$ cat config.mk
export PLATFORM = sky130hd
export DESIGN_NAME = cont2_ctrl
export DESIGN_NICKNAME = d
export VERILOG_FILES = /design/src/rtl/cont2_pkg.sv /design/src/rtl/cont_updown.sv /design/src/rtl/cont2_ctrl.sv
export SDC_FILE = /design/constraint.sdc
export NUM_CORES = 1
export LEC_CHECK = 0
export CORE_MARGIN = 2
export CORE_UTILIZATION = 55
export CTS_BUF_LIST = sky130_fd_sc_hd__clkbuf_8 sky130_fd_sc_hd__clkbuf_16
export CTS_CLUSTER_SIZE = 20
export DETAILED_ROUTE_END_ITERATION = 10
export HOLD_SLACK_MARGIN = 0.06
export PLACE_DENSITY = 0.79
export SLEW_MARGIN = 30
export SYNTH_ARGS = -nofsm -noshare
export SYNTH_HDL_FRONTEND = slang
export SYNTH_SLANG_ARGS = --single-unit
$ cat constraint.sdc
create_clock -name Clock -period 2.2 [get_ports Clock]
set_clock_uncertainty 0.05 [all_clocks]
set_input_delay 0.22 -clock Clock [delete_from_list [all_inputs] [get_ports Clock]]
set_output_delay 0.22 -clock Clock [all_outputs]
set_load 0.05 [all_outputs]
$ cat src/rtl/cont2_pkg.sv
// cont2_pkg: shared types and defaults for the "type 2" triangular counter
// controller.
//   state_t    - controller FSM states
//   DEF_WIDTH  - default counter width
//   DEF_DWELL  - default hold length at MAX and at 0
//   cycle_len  - number of clock edges in one full up/down period
package cont2_pkg;

    typedef enum logic [2:0] {
        IDLE,
        UP,
        TOP,
        DOWN,
        BOTTOM,
        DONE
    } state_t;

    localparam int DEF_WIDTH = 4;
    localparam int DEF_DWELL = 2;

    // The ramps each take MAX-1 steps between the two holds (the first value
    // after a hold is already one away from the hold value).
    function automatic int cycle_len(input int width, input int dwell);
        return 2 * ((2 ** width) - 2) + 2 * dwell;
    endfunction

endpackage

$ cat src/rtl/cont_updown.sv
// cont_updown: loadable up/down counter datapath.
//   Clock   - rising-edge clock
//   Reset   - synchronous active-high, clears Q
//   Load    - load LoadVal (highest priority)
//   LoadVal - value loaded when Load is high
//   Inc     - increment Q (priority over Dec)
//   Dec     - decrement Q
//   Q       - counter value
// The counter does not saturate; the controller never asks it to step past
// either end of the range.
module cont_updown #(
    parameter int WIDTH = 4
) (
    input  logic             Clock,
    input  logic             Reset,
    input  logic             Load,
    input  logic [WIDTH-1:0] LoadVal,
    input  logic             Inc,
    input  logic             Dec,
    output logic [WIDTH-1:0] Q
);

    always_ff @(posedge Clock) begin
        if (Reset) begin
            Q <= '0;
        end else if (Load) begin
            Q <= LoadVal;
        end else if (Inc) begin
            Q <= Q + 1'b1;
        end else if (Dec) begin
            Q <= Q - 1'b1;
        end
    end

endmodule

$ cat src/rtl/cont2_ctrl.sv
// cont2_ctrl: sequencing controller for the triangular up/down counter.
// Counts 1..MAX, holds MAX for DWELL cycles, counts down to 0, holds 0 for
// DWELL cycles, and repeats Cycles times (0 = until Stop).
//   Clock  - rising-edge clock
//   Reset  - synchronous active-high, overrides all other inputs
//   Start  - begin a run (only honoured in IDLE, and only without Stop)
//   Stop   - abort a run; returns to IDLE on the next edge
//   Cycles - number of full periods, latched when Start is accepted
//   Out    - counter value
//   Dir    - high while ramping up or holding at MAX
//   Busy   - run in progress
//   Done   - one-cycle pulse on normal completion
// All outputs are registered.
module cont2_ctrl
    import cont2_pkg::*;
#(
    parameter int WIDTH = DEF_WIDTH,
    parameter int DWELL = DEF_DWELL
) (
    input  logic             Clock,
    input  logic             Reset,
    input  logic             Start,
    input  logic             Stop,
    input  logic [3:0]       Cycles,
    output logic [WIDTH-1:0] Out,
    output logic             Dir,
    output logic             Busy,
    output logic             Done
);

    if (DWELL < 1 || DWELL > 15) begin : g_bad_dwell
        $error("cont2_ctrl: DWELL must be in the range 1..15");
    end

    if (WIDTH < 2) begin : g_bad_width
        $error("cont2_ctrl: WIDTH must be at least 2");
    end

    localparam logic [WIDTH-1:0] MAXV       = '1;
    localparam logic [WIDTH-1:0] ONE        = WIDTH'(1);
    localparam logic [3:0]       DWELL_INIT = 4'(DWELL - 1);

    state_t           state_q, state_d;
    logic [3:0]       dwell_q, dwell_d;
    logic [3:0]       loop_q, loop_d;
    logic             dir_q, busy_q, done_q;

    logic             ld, inc, dec;
    logic [WIDTH-1:0] ld_val;

    cont_updown #(
        .WIDTH(WIDTH)
    ) u_cnt (
        .Clock  (Clock),
        .Reset  (Reset),
        .Load   (ld),
        .LoadVal(ld_val),
        .Inc    (inc),
        .Dec    (dec),
        .Q      (Out)
    );

    // Next-state and datapath control.
    // The final period of a run ends one cycle early: the DONE cycle itself
    // stands in for the last bottom hold cycle, so completion lands exactly
    // N periods minus one edge after Start. With DWELL=1 that means going
    // straight from DOWN to DONE.
    always_comb begin
        state_d = state_q;
        dwell_d = dwell_q;
        loop_d  = loop_q;
        ld      = 1'b0;
        ld_val  = '0;
        inc     = 1'b0;
        dec     = 1'b0;

        case (state_q)
            IDLE: begin
                if (Start && !Stop) begin
                    state_d = UP;
                    ld      = 1'b1;
                    ld_val  = ONE;
                    loop_d  = Cycles;
                end
            end

            UP: begin
                if (Stop) begin
                    state_d = IDLE;
                    ld      = 1'b1;
                end else begin
                    inc = 1'b1;
                    if (Out == MAXV - ONE) begin
                        state_d = TOP;
                        dwell_d = DWELL_INIT;
                    end
                end
            end

            TOP: begin
                if (Stop) begin
                    state_d = IDLE;
                    ld      = 1'b1;
                end else if (dwell_q == 4'd0) begin
                    state_d = DOWN;
                    dec     = 1'b1;
                end else begin
                    dwell_d = dwell_q - 4'd1;
                end
            end

            DOWN: begin
                if (Stop) begin
                    state_d = IDLE;
                    ld      = 1'b1;
                end else begin
                    dec = 1'b1;
                    if (Out == ONE) begin
                        if (loop_q == 4'd1 && DWELL == 1) begin
                            state_d = DONE;
                        end else begin
                            state_d = BOTTOM;
                            dwell_d = DWELL_INIT;
                        end
                    end
                end
            end

            BOTTOM: begin
                if (Stop) begin
                    state_d = IDLE;
                    ld      = 1'b1;
                end else if (loop_q == 4'd1 && dwell_q == 4'd1) begin
                    state_d = DONE;
                end else if (dwell_q == 4'd0) begin
                    state_d = UP;
                    ld      = 1'b1;
                    ld_val  = ONE;
                    // A latched count of 0 means "run forever".
                    if (loop_q != 4'd0) begin
                        loop_d = loop_q - 4'd1;
                    end
                end else begin
                    dwell_d = dwell_q - 4'd1;
                end
            end

            DONE: begin
                state_d = IDLE;
            end

            default: begin
                state_d = IDLE;
                ld      = 1'b1;
            end
        endcase
    end

    always_ff @(posedge Clock) begin
        if (Reset) begin
            state_q <= IDLE;
            dwell_q <= 4'd0;
            loop_q  <= 4'd0;
            dir_q   <= 1'b0;
            busy_q  <= 1'b0;
            done_q  <= 1'b0;
        end else begin
            state_q <= state_d;
            dwell_q <= dwell_d;
            loop_q  <= loop_d;
            dir_q   <= (state_d == UP) || (state_d == TOP);
            busy_q  <= (state_d == UP) || (state_d == TOP) ||
                       (state_d == DOWN) || (state_d == BOTTOM);
            done_q  <= (state_d == DONE);
        end
    end

    assign Dir  = dir_q;
    assign Busy = busy_q;
    assign Done = done_q;

endmodule

==> reports/metrics.csv <==
stage,metric,value,unit
outcome,status,finished clean,
synthesis,synthCells,150,
route,wirelength,2.80,mm
layout,fillCellCount,182,
layout,ff_latch_area,362,µm²
power_and_ir_drop,power,757,µW
synthesis,async_flop_share,0,%
die,die-area,0.00268,mm²
synthesis,ys_ff_latch,18,
setup_path,rr_worst_depth,7,
sta,maxSlewViolCount,0,
synthesis,yosysWarningCount,0,
setup_path,cpPeakStageDelay,0.48,ns
worst_hold_path,hold_path_depth,2,
setup_path,worst_ep_required_time,2.35,ns
synthesis,synth_edf_count,0,
layout,multi_input_area,813,µm²
sta,max_freq,0.485,GHz
sta,rsz0062_at_grt,no,
clocking,clk_latency,0.27,ns
die,die_h,51.8,µm
layout,utilization,68.4,%
clocking,clkSlewWorstSetupHoldPaths,0.07,ns
synthesis,synth_top_flop_cell,dfxtp_1,
layout,area_growth,19.3,%
setup_path,worst_setup_path_end_kind,register,
synthesis,synth_top_area_share,28.7,%
setup_path,crit_path_max_fanout,6,
sta,max-slew-margin-rel,66.4,%
sta,whs,0.437,ns
run,cap_violations,0,
clocking,cts_sinks,18,
setup_path,critPathBufInv,1,
sta,hold_viol_final,0,
grt,overflow,0,
die,core,0.00219,mm²
grt,grt_pass1_vias,1103,
clocking,clock-root-buffer,clkbuf_8,
layout,num_antenna_cells,0,
power_and_ir_drop,max-vdd-ir-drop,485,µV
placement,port_buffers,14,
setup_path,path_class,register to register,
placement,dp_hpwl,2.08,mm
setup_path,cp-start-kind,register,
setup_path,path_depth,7,
clocking,cts_tree,built,
setup_path,arrival,2.21,ns
sta,period_minus_slack,2.06,ns
synthesis,syn_area,0.00126,mm²
setup_path,cp_top_family,simple AND/OR/NAND/NOR gates,
grt,antenna_found_initial,0,
die,num_rows,17,
synthesis,ys_types,47,
layout,final_nets,186,
synthesis,syn_nets,167,
die,initial_utilization,57.3,%
worst_hold_path,hold_path_class,register to register,
route,post_drt_via_cell_ratio,5.99,
clocking,cts_buffers,3,
synthesis,avgSynthCellArea,8.37,µm²
synthesis,synth_most_common_cell,dfxtp_1,
route,ant_nets,0,
route,first_iter_violations,28,
setup_path,crit_chain,"inv_1, ha_2, nor3b_4, a41oi_1, or4_4, or3_1, a21oi_1",
clocking,cts_buffer_depth,2,
grt,grt_use_total,24.5,%
route,wl_per_cell,14.3,µm
grt,grt_max_degree,13,
die,die_width,51.8,µm
grt,grt_pass1_wl,4.86,mm
clocking,htreeDepth,1,
synthesis,yosysSeqAreaShare,28.7,%
synthesis,synth_top_cell_by_area,dfxtp_1,
sta,tightest_slew,0.503,ns
route,via_count,1175,
placement,gp_congestion,0.882,
route,drc,0,
synthesis,synthTopCellsByArea,"dfxtp_1 (29%), ha_1 (9.0%), nor2_1 (4.8%)",
die,ios,15,
route,drt_first_pass_iters,4,
sta,fin_tns_setup,0,ns
power_and_ir_drop,leakage,0.000569,µW
sta,final.period_utilization,93.7,%
setup_path,critical_path.slowest_cell,or4_4,
synthesis,netlist_top_cells_count,"dfxtp_1 (18), nor2_1 (16), a21oi_1 (11)",
power_and_ir_drop,power_density,505,mW/mm²
sta,setup_viol,0,
layout,drive_gt1_share,13.1,%
==> worst paths after layout <==
path | from | end | slack [ns]
worst max-delay path | dwell_q[0] | loop_q[0] | 0.14
worst min-delay path | dwell_q[1] | dwell_q[1] | 0.44
worst max register to register | dwell_q[0] | loop_q[0] | 0.14
worst min register to register | dwell_q[1] | dwell_q[1] | 0.44
==> power breakdown <==
part | switching [µW] | internal [µW] | leakage [µW]
Combinational | 67.2 | 60.2 | 0.000394
Sequential | 13.8 | 336 | 0.000147
Clock | 120 | 160 | 0.0000288
Total | 201 | 556 | 0.000569
==> flip-flops by register name (all words and copies together) (netlist names) <==
register  cells
u_cnt.Q       4
Busy          1
loop_q        4
dwell_q       4
state_q       3
Dir           1
Done          1
==> worst min-delay path, cell delays in order, from the launching register on <==
cell and delay, ns:
dfxtp_1 0.34, nand2_1 0.06, a21oi_1 0.05
==> cell type report <==
cell class / instances / share of cell area [%]
tap: 28 / 2.34
inverter: 9 / 2.25
sequential: 18 / 24.1
timing repair buffer: 22 / 13.4
clock buffer: 4 / 3.67
multi-input combinational: 115 / 54.3
==> timing repair <==
item,in CTS,in global routing
hold buffers,0,0
endpoints found under the hold margin,0,0
buffers inserted,0,0
resized for setup,0,2
setup endpoints to repair,0,1
==> cells by family after synthesis <==
family	Yosys count	share of synthesized area, %
compound gates	32	16.2
xor+xnor	7	4.88
mux	2	1.59
fa+ha+maj	9	8.96
flops	18	28.7
buf+inv	17	7.07
simple gates	65	32.6
==> layout by cell type, fill, tap and decap left out, types with 2 or more instances in the layout <==
master	netlist	layout
dfxtp_1	18	17
nor2_1	16	16
clkdlybuf4s50_1	0	14
a21oi_1	11	11
inv_1	9	9
ha_1	9	8
buf_4	0	8
nand2_1	7	7
o21ai_0	5	5
xnor2_1	5	5
nand3_1	5	5
clkbuf_8	0	4
nor2b_1	3	3
nor3b_1	3	3
a31oi_1	3	3
nor3_1	3	3
o32ai_1	3	3
nand4_1	3	3
or3b_1	2	2
and2b_2	2	2
mux2i_1	2	2
or3_1	2	2
nor4bb_1	2	2
and4_1	2	2
o211ai_1	2	2
a22oi_1	2	2
a211oi_1	2	2
xor2_1	2	2
or4_1	3	2
==> metrics by stage <==
| step | worst slack [ns] | std cells | instance area (µm²) |
|---|---|---|---|
| detailed placement | 0.0733 | 192 | 1440 |
| floorplan | 0.134 | 150 | 1260 |
| CTS | 0.0707 | 196 | 1490 |
| global placement | 0.152 | 192 | 1440 |
| global route | 0.0127 | 196 | 1500 |
| finish | 0.139 | 196 | 1500 |
==> routing by layer <==
metal | routed length [µm] | part of all wire [%] | GRT usage [%]
met5 | 0 | 0 | 0
met1 | 1290 | 46 | 30.0
met3 | 136 | 4.9 | 6.03
met4 | 69 | 2.5 | 13.2
met2 | 1310 | 47 | 39.3
Note: power is estimated with default switching activity, not from simulation.
==> RTL change 1, RTL diff (same flow settings) <==
`DEF_WIDTH`: 4 -> 6.
--- a/src/rtl/cont2_pkg.sv
+++ b/src/rtl/cont2_pkg.sv
@@ -15,7 +15,7 @@
         DONE
     } state_t;
 
-    localparam int DEF_WIDTH = 4;
+    localparam int DEF_WIDTH = 6;
     localparam int DEF_DWELL = 2;
 
     // The ramps each take MAX-1 steps between the two holds (the first value
Ports: changed (resized Out); port bits go from 15 to 17. No check against the original RTL was run, so the function may have changed too.
==> RTL change 1 against the unedited design <==
Area after synthesis is 15% higher; worst setup slack got worse by 9.0 ps; wire length rose by 28%; sequential cell count up 2; synthesized cell count increased by 17%; total power rose by 17%; hold slack better by 40 ps; final area is 18% higher; sequential power rose by 8.9%.
==> RTL change 1: results (changes against the unedited design) <==
* Outcome: complete, no violations
* Synth top area cells: dfxtp_1 28%, ha_1 7.8%, nor2_1 4.9%, a21oi_1 3.5%, nor3_1 3.1%
* Switching Fraction at 24.2% (-2.4 points)
* Hold path startpoint: loop_q[3]$_SDFFE_PP0P_
* GRT Util Overall at 24.5% (+0.055 points)
* Cells after Synth at 176 (+17%)
* Drt via density at 6.28 (+4.7%)
* Critical path's slowest cell: dfxtp_1
* M2 GR Usage at 39.3% (about the same)
* Detailed router's first-iteration violation count at 42 (+50%)
* GRT met1 Usage at 33.1% (+3.2 points)
* PortBufs at 16 (+2)
* Post-synth top cells: 20 x dfxtp_1, 19 x nor2_1, 11 x inv_1
* Synth cell types at 59 (+26%)
* Post-DP HPWL at 2720 µm (+31%)
* M1 wire length at 1560 µm (+22%)
* GPL Wtd Cong at 0.931 (+5.6%)
* Biggest regs: u_cnt.Q (6), dwell_q (4), loop_q (4)
* Placed cell area at 1690 µm² (+18%)
* Number of global-route vias before repair at 1,329 (+20%)
* Worst EP arrival at 2180 ps (-30 ps)
* Metal2 WL at 1730 µm (+32%)
* DR WL met3 at 231 µm (+70%)
* Top delay family on crit path: compound AO/OA/AOI/OAI gates
* End of the worst hold path: loop_q[3]$_SDFFE_PP0P_
==> RTL change 1: changes by cell type in the layout (fill, tap and decap cells not counted), moves of 3 or more <==
cell	change
nor3_1	+6
nor2_1	+3
buf_4	+4
a311oi_1	+5
==> RTL change 1: power by group through the flow <==
stage / clock [mW] / sequential (mW) / combinational (mW)
after floorplan: 0 / 0.401 / 0.0710
after global placement: 0 / 0.389 / 0.124
after detailed placement: 0 / 0.389 / 0.127
after CTS: 0.380 / 0.381 / 0.128
after global routing: 0.398 / 0.383 / 0.141
final: 0.373 / 0.381 / 0.129
==> RTL change 1: cell type report <==
class / count / area, µm²
fillers: 205 / 713
flip-flops and latches: 20 / 402
multi-input cells: 135 / 962
well taps: 30 / 37.5
clock buffers: 3 / 41.3
clock inverters: 1 / 30.0
inverters: 11 / 41.3
repair buffers: 28 / 250
==> RTL change 2, RTL diff (same settings) <==
Made on the original files. The 6 states of `state_t` get a one-hot encoding in 6 bits.
--- a/src/rtl/cont2_pkg.sv
+++ b/src/rtl/cont2_pkg.sv
@@ -6,13 +6,13 @@
 //   cycle_len  - number of clock edges in one full up/down period
 package cont2_pkg;
 
-    typedef enum logic [2:0] {
-        IDLE,
-        UP,
-        TOP,
-        DOWN,
-        BOTTOM,
-        DONE
+    typedef enum logic [5:0] {
+        IDLE   = 6'b000001,
+        UP     = 6'b000010,
+        TOP    = 6'b000100,
+        DOWN   = 6'b001000,
+        BOTTOM = 6'b010000,
+        DONE   = 6'b100000
     } state_t;
 
     localparam int DEF_WIDTH = 4;
Behaviour: same outputs for any inputs over 10 cycles, from zero or initial values and one cycle with Reset high; not proved beyond that.
==> RTL change 2 against the unedited design <==
Sequential cell count rose by 3; via count rose by 30%; total power rose by 5.6%; highest routed layer unchanged; area after synthesis rose by 22%; sequential power rose by 15%; worst setup slack got worse by 57 ps; wire length rose by 47%; count of clock-buffer cells in the layout fell by 1; final area rose by 22%; hold slack improved by 50 ps; synthesized cell count rose by 25%.
==> RTL change 2: results (changes against the unedited design) <==
* Mapped Nets at 205 (+23%)
* Place WS at 91.4 ps (+18.0 ps)
* Dpl cells at 237 (+23%)
* Clock-net power at 0.254 mW (-9.0%)
* First-pass GRT wire length at 7070 µm (+46%)
* Pin count of the biggest net entering global routing at 12 (-1)
* CP max FO at 11 (+5)
* Placed cell area at 1760 µm² (+23%)
* Final WL at 4110 µm (+47%)
* Synth top area cells: dfxtp_1 27%, ha_1 8.2%, nor3_1 4.6%, nor3b_1 3.4%, nand2_1 3.2%
* Worst slew pin tran at 504 ps (+0.630 ps)
* VDD IR max at 0.368 mV (-24%)
* Critical R2R Capture: state_q[0]$_SDFF_PP1_
* Synth cell types at 56 (+19%)
* Drt via density at 6.35 (+6.0%)
* Layout cells sized above 1 at 13.8% (+0.71 points)
* Sequential-to-total area share from yosys stat at 27.4% (-1.3 points)
* End of the worst hold path: loop_q[3]$_SDFFE_PP0P_
* CTS H-tree depth at 1 (unchanged)
* P_leak at 0.680 nW (+19%)
* Routed len/inst at 17.1 µm (+19%)
* Critical path's slowest cell: or4_1
* Outcome: complete, no violations
* Reg2reg setup slack at 80 ps (-60 ps)
* Number of global-route vias before repair at 1,507 (+37%)
* Post-synthesis xor/xnor area fraction at 3.43% (-1.5 points)
* R2R depth at 4 (-3)
* Adder-cell area share of the yosys netlist at 8.16% (-0.80 points)
* Hold path startpoint: loop_q[3]$_SDFFE_PP0P_
* Detailed router's first-iteration violation count at 115 (+310%)
* GPL Wtd Cong at 0.942 (+6.7%)
* Final nets at 229 (+23%)
* NetSw at 0.224 mW (+12%)
* Seq. pwr at 0.404 mW (+15%)
* Compound-gate portion of the synthesized area at 23.4% (+7.2 points)
* GRT Util Overall at 27.8% (+3.3 points)
* Multiplexer share of the synthesized area at 0.653% (-0.94 points)
* CP peak stage delay at 540 ps (+60 ps)
* Worst r2r src: state_q[1]$_SDFF_PP0_
* Switching Fraction at 28.1% (+1.6 points)
* Post-synth top cells: 21 x dfxtp_1, 14 x nor3_1, 13 x nand2_1, 13 x nor2_1
* Post-DP HPWL at 3110 µm (+49%)
* Hold_ws at 487 ps (+49.8 ps)
* Cells after Synth at 187 (+25%)
## RTL change 2: critical path, delay by kind of cell (launching register included)
family,cells,cell delay (ps)
AND/OR/NAND/NOR,2,980
flip-flops,1,440
AO/OA/AOI/OAI,2,520
## RTL change 2: kinds of logic after synthesis
| logic type | count (synthesis) |
|---|---|
| flip-flops | 21 |
| AO/OA/AOI/OAI | 48 |
| XOR/XNOR | 6 |
| AND/OR/NAND/NOR | 82 |
| adder cells (fa/ha/maj) | 10 |
| multiplexers | 1 |
| buffers and inverters | 19 |
## RTL change 2: layout make-up
cell class	count	area [µm²]
Clock buffer	3	41.3
Clock inverter	1	3.75
Fill cell	229	885
Inverter	10	37.5
Multi-Input combinational cell	147	1040
Sequential cell	21	422
Tap cell	31	38.8
Timing Repair Buffer	28	245
## RTL change 2: worst max-delay path by stage
stage	startpoint	to	slack (ps)	cells after the start
after floorplan	dwell_q[0]$_SDFFE_PP0P_	loop_q[0]$_SDFFE_PP0P_	140	7
after global placement	state_q[4]$_SDFF_PP0_	loop_q[0]$_SDFFE_PP0P_	120	5
after detailed placement	state_q[4]$_SDFF_PP0_	loop_q[0]$_SDFFE_PP0P_	90	5
after CTS	state_q[4]$_SDFF_PP0_	loop_q[0]$_SDFFE_PP0P_	70	5
after global routing	dwell_q[0]$_SDFFE_PP0P_	loop_q[2]$_SDFFE_PP0P_	-1	8
final	state_q[1]$_SDFF_PP0_	state_q[0]$_SDFF_PP1_	80	4
## RTL change 2: what timing repair did
item                       in CTS  in global routing
resized for setup               0                  7
setup endpoints to repair       0                  7
buffers inserted                0                  0
## RTL change 2: metal layers
layer / up-vias / track usage [%] / wire, µm
met3: 17 / 4.38 / 295
met2: 70 / 47.0 / 1960
li1: 746 / - / -
met1: 698 / 36.3 / 1740
met5: - / 0 / 0
met4: 0 / 8.31 / 117
